File: config.mk
export PLATFORM = sky130hd
export DESIGN_NAME = intersection_controller
export DESIGN_NICKNAME = d
export VERILOG_FILES = /design/src/rtl/intersection_controller.sv
export SDC_FILE = /design/constraint.sdc
export NUM_CORES = 1
export LEC_CHECK = 0
export ABC_CLOCK_PERIOD_IN_PS = 3200
export BUFFER_PORTS_ARGS = -buffer_cell sky130_fd_sc_hd__buf_2
export CORE_MARGIN = 4
export CORE_UTILIZATION = 45
export DETAILED_ROUTE_END_ITERATION = 12
export PLACE_DENSITY = 0.74
export RECOVER_POWER = 100
export SETUP_SLACK_MARGIN = 0.05
export SLEW_MARGIN = 20
export SYNTH_ARGS = -nofsm -noshare
export SYNTH_HDL_FRONTEND = slang
export SYNTH_SLANG_ARGS = --single-unit
File: constraint.sdc
create_clock -name clk -period 3.2 [get_ports clk]
set_input_delay 0.64 -clock clk [delete_from_list [all_inputs] [get_ports clk]]
set_output_delay 0.64 -clock clk [all_outputs]
set_load 0.01 [all_outputs]
File: src/rtl/intersection_controller.sv
`timescale 1ns/100ps
// Two-road traffic light with a pedestrian walk phase. Lamps are a pure decode of the state register, so outputs change one clk after a tick edge.
// No handshake: tick=0 freezes the timer and the state, and the side sensor and ped button are sampled only as demand.
module intersection_controller #(
  parameter int T_MIN_GREEN = 20,
  parameter int T_MAX_GREEN = 60,
  parameter int T_YELLOW    = 5,
  parameter int T_ALLRED    = 2,
  parameter int T_WALK      = 10,
  parameter int CNT_W       = 8
) (
  input  logic       clk,
  input  logic       reset_n,
  input  logic       tick,
  input  logic       side_sensor,
  input  logic       ped_req,
  output logic       main_r,
  output logic       main_y,
  output logic       main_g,
  output logic       side_r,
  output logic       side_y,
  output logic       side_g,
  output logic       walk,
  output logic [2:0] phase
);

  typedef enum logic [2:0] {
    M_GREEN  = 3'd0,
    M_YELLOW = 3'd1,
    ALLRED_A = 3'd2,
    S_GREEN  = 3'd3,
    S_YELLOW = 3'd4,
    ALLRED_B = 3'd5,
    WALK     = 3'd6,
    BAD      = 3'd7
  } state_e;

  // Timer values on the last tick of each interval.
  localparam logic [CNT_W-1:0] MIN_END  = CNT_W'(T_MIN_GREEN - 1);
  localparam logic [CNT_W-1:0] MAX_END  = CNT_W'(T_MAX_GREEN - 1);
  localparam logic [CNT_W-1:0] YEL_END  = CNT_W'(T_YELLOW - 1);
  localparam logic [CNT_W-1:0] AR_END   = CNT_W'(T_ALLRED - 1);
  localparam logic [CNT_W-1:0] WALK_END = CNT_W'(T_WALK - 1);

  state_e           state_q, state_d;
  logic [CNT_W-1:0] timer_q, timer_d;
  logic             ped_pending_q, ped_pending_d;

  always_ff @(posedge clk or negedge reset_n) begin
    if (!reset_n) begin
      state_q       <= M_GREEN;
      timer_q       <= '0;
      ped_pending_q <= 1'b0;
    end else begin
      state_q       <= state_d;
      timer_q       <= timer_d;
      ped_pending_q <= ped_pending_d;
    end
  end

  always_comb begin
    state_d = state_q;
    case (state_q)
      M_GREEN:
        if (tick && timer_q >= MIN_END && (side_sensor || ped_pending_q)) state_d = M_YELLOW;
      M_YELLOW:
        if (tick && timer_q == YEL_END) state_d = ALLRED_A;
      ALLRED_A:
        if (tick && timer_q == AR_END) state_d = ped_pending_q ? WALK : S_GREEN;
      S_GREEN:
        if (tick && ((timer_q >= MIN_END && !side_sensor) || timer_q == MAX_END)) state_d = S_YELLOW;
      S_YELLOW:
        if (tick && timer_q == YEL_END) state_d = ALLRED_B;
      WALK:
        if (tick && timer_q == WALK_END) state_d = ALLRED_B;
      ALLRED_B:
        if (tick && timer_q == AR_END) state_d = M_GREEN;
      default:
        state_d = M_GREEN;
    endcase

    if (state_d != state_q) begin
      timer_d = '0;
    end else if (tick && timer_q != '1) begin
      timer_d = timer_q + 1'b1;
    end else begin
      timer_d = timer_q;
    end

    // A press arriving on the cycle we enter WALK is absorbed by that walk.
    ped_pending_d = (state_q == WALK) ? 1'b0 : (ped_pending_q | ped_req);
  end

  assign main_g = (state_q == M_GREEN);
  assign main_y = (state_q == M_YELLOW);
  assign main_r = ~(main_g | main_y);
  assign side_g = (state_q == S_GREEN);
  assign side_y = (state_q == S_YELLOW);
  assign side_r = ~(side_g | side_y);
  assign walk   = (state_q == WALK);
  assign phase  = state_q;

endmodule
==> results.json <==
{
  "clkSinkCount": 12,
  "arrival_ns": 2.71,
  "place_congestion": 0.8542,
  "drtPass1Iterations": 4,
  "setup_tns_ns": 0,
  "skew_ns": 0.001798,
  "crit_required_ns": 3.41,
  "cap_violations": 0,
  "fin_hold_ws_ns": 0.3601,
  "power_frac_seq_pct": 38.2,
  "coreArea_mm2": 0.001962,
  "clock_latency_ns": 0.29,
  "dpl.hpwl_um": 1609,
  "htreeDepth": 1,
  "avgSynthCellArea_um2": 8.364,
  "drive_gt1_share_pct": 9.756,
  "cellLeakagePower_nw": 0.4000,
  "vias": 866,
  "min_period_ns": 2.500,
  "tightestPinTransition_ns": 0.6853,
  "place_area_um2": 992.2,
  "ir_drop_mv": 0.3553,
  "antenna_left": 0,
  "rsz0062_at_grt": "no",
  "status": "completed",
  "cts_made_buffers": 3,
  "register_area_um2": 300.3,
  "areaGrowthSynthToFinish_pct": 7.817,
  "antenna_found_initial": 0,
  "reg2reg_depth": 5,
  "hold_class": "input pin to async pin",
  "cpPeakStageDelay_ns": 0.66,
  "slew_violations": 0,
  "grt_pass1_vias": 743,
  "dieHeight_um": 53.42,
  "cts_resized": 0,
  "synth.distinct_cells": 37,
  "setup_viol": 0,
  "cts_setup_buffers": 0,
  "postCtsHoldBufs": 0,
  "power_frac_comb_pct": 45.0,
  "syn-num-nets": 119,
  "design_area_mm2": 0.001001,
  "fmax_mhz": 400.0,
  "numPortBuffers": 14,
  "netlist_area_um2": 928.4,
  "endpoint_kind": "flip-flop",
  "drt-total-wl_um": 2206,
  "p_int_mw": 0.4048,
  "grt_max_degree": 14,
  "path_cells": "or4_1 -> nor3_1 -> mux2i_1 -> nand3_1 -> a21boi_0",
  "r2r_end": "timer_q[6]",
  "r2r_slack_ns": 0.70,
  "synthCells": 111,
  "power.share.clock_pct": 16.8,
  "critPathSlowestCell": "or4_1",
  "pin_count": 15,
  "cts_buffer_depth": 2,
  "die-area_mm2": 0.002854,
  "p_per_area_mw_per_mm2": 753.9,
  "path_max_fanout": 9,
  "r2r-start": "timer_q[6]",
  "ys_warn_count": 0,
  "root_buffer": "clkbuf_4",
  "max-slew-margin-rel_pct": 54.32,
  "die_w_um": 53.42,
  "fin_util_pct": 51.02,
  "grt_usage_pct": 17.53,
  "critPathLaunchType": "flip-flop",
  "avgRoutedWirePerCell_um": 14.71,
  "path_clk_slew_ns": 0.08,
  "synth-seq-area-share_pct": 32.35,
  "diodes": 0,
  "grt_pass1_wl_um": 3505,
  "cts_tree": "built",
  "remaining_drc_errors": 0,
  "start_util_pct": 47.32,
  "critical_path_class": "flip-flop to flip-flop",
  "vias_per_cell": 5.773,
  "ys_ff_latch": 12,
  "rows": 16,
  "p_sw_share_pct": 46.36,
  "hold_viol_final": 0,
  "p_switching_mw": 0.3498,
  "fillers": 211,
  "drt_iter0_markers": 40,
  "multi_input_area_um2": 555.5,
  "overflow": 0,
  "nets": 132,
  "finalCritPeriodShare_pct": 78.12
}
==> cell usage in the layout (no fill, tap or decap), types with 2 or more instances in the layout <==
master / netlist / final
ha_1: 3 / 3
o41ai_1: 2 / 2
a21o_1: 3 / 3
nand2_1: 8 / 8
dfrtp_1: 12 / 12
xnor2_1: 4 / 4
clkbuf_1: 2 / 11
o21ai_0: 5 / 5
a32oi_1: 2 / 2
mux2i_1: 3 / 3
inv_1: 5 / 5
nand2b_1: 2 / 2
nand4_1: 2 / 2
buf_2: 2 / 3
a21oi_1: 10 / 10
or2_2: 2 / 2
nor3_1: 5 / 6
clkbuf_4: 0 / 3
nor4_1: 4 / 4
nand3_1: 4 / 5
nor2_1: 13 / 13
==> per-stage QoR <==
stage          total power [mW]  setup WS, ns  std cells
2_1_floorplan            0.5476         1.140        111
3_3_place_gp             0.6333         1.086        146
3_5_place_dp             0.6456         1.024        146
4_1_cts                  0.7737        0.9968        150
5_1_grt                  0.8216        0.4928        150
6_report                 0.7546        0.7001        150
==> critical path: cells and delay by family (launching register included) <==
family	cells	cell delay [ns]
AO/OA/AOI/OAI	1	0.25
flip-flops	1	0.48
multiplexers	1	0.29
AND/OR/NAND/NOR	3	1.41
==> worst max-delay path by stage <==
stage / cells after the start / startpoint / end
2_1_floorplan: 6 / timer_q[6] / phase[0]
3_3_place_gp: 5 / timer_q[6] / phase[0]
3_5_place_dp: 5 / timer_q[6] / timer_q[7]
4_1_cts: 5 / timer_q[6] / timer_q[7]
5_1_grt: 5 / timer_q[6] / timer_q[6]
6_report: 5 / timer_q[6] / timer_q[6]
==> cells in the mapped netlist, drive strengths merged <==
cell    number  area (µm²)
or2          2       12.51
dfrtp       12       300.3
a32oi        2       17.52
o41ai        2       17.52
or4          1       11.26
nor4b        1       8.760
nor3b        1       7.510
nand3b       1       7.510
ha           3       37.54
buf          4       32.53
nor3         6       35.03
a31oi        1       6.260
and3         1       6.260
a21o         3       22.52
mux2i        3       30.03
a21boi       1       7.510
nor2        13       48.80
o21a         1       7.510
a21oi       10       50.05
nand2        8       30.03
inv          5       18.77
o21ai        6       33.78
clkbuf       2       7.510
a221o        1       11.26
nor4         5       46.29
xnor2        4       35.03
nand4        2       12.51
nand3        5       30.03
a32o         1       10.01
a211oi       1       7.510
nand2b       2       12.51
o22ai        1       6.260
==> registers in the layout, summed over array words and instances, names as in the netlist <==
register and flops:
timer_q 8, phase 3, ped_pending_q 1
==> layout make-up <==
type / count / area share, %
clock buffers: 4 / 3.625
inverters: 5 / 1.875
multi-input cells: 88 / 55.50
repair buffers: 14 / 5.625
well taps: 27 / 3.375
flip-flops and latches: 12 / 30.00
==> cells by family after synthesis <==
logic type	count (synthesis)	synth area share, %
multiplexers	3	3.235
adder cells (fa/ha/maj)	3	4.044
AND/OR/NAND/NOR	48	28.98
buffers and inverters	11	6.335
XOR/XNOR	4	3.773
flip-flops	12	32.35
AO/OA/AOI/OAI	30	21.30
==> power by group through the flow <==
| stage | clock network [mW] | registers (mW) | logic, mW |
|---|---|---|---|
| CTS | 0.130 | 0.287 | 0.357 |
| global route | 0.138 | 0.299 | 0.384 |
| floorplan | 0 | 0.250 | 0.298 |
| finish | 0.127 | 0.289 | 0.340 |
| detailed placement | 0 | 0.290 | 0.355 |
| global placement | 0 | 0.286 | 0.347 |
==> layer usage <==
| metal | GRT usage [%] | routed length (µm) | vias up |
|---|---|---|---|
| met5 | 0 | 0 | - |
| met4 | 7.660 | 34 | 0 |
| met3 | 5.915 | 143 | 5 |
| met2 | 28.78 | 1021 | 26 |
| met1 | 20.38 | 1007 | 407 |
| li1 | - | - | 428 |
Power figures use the tool's default switching activity.
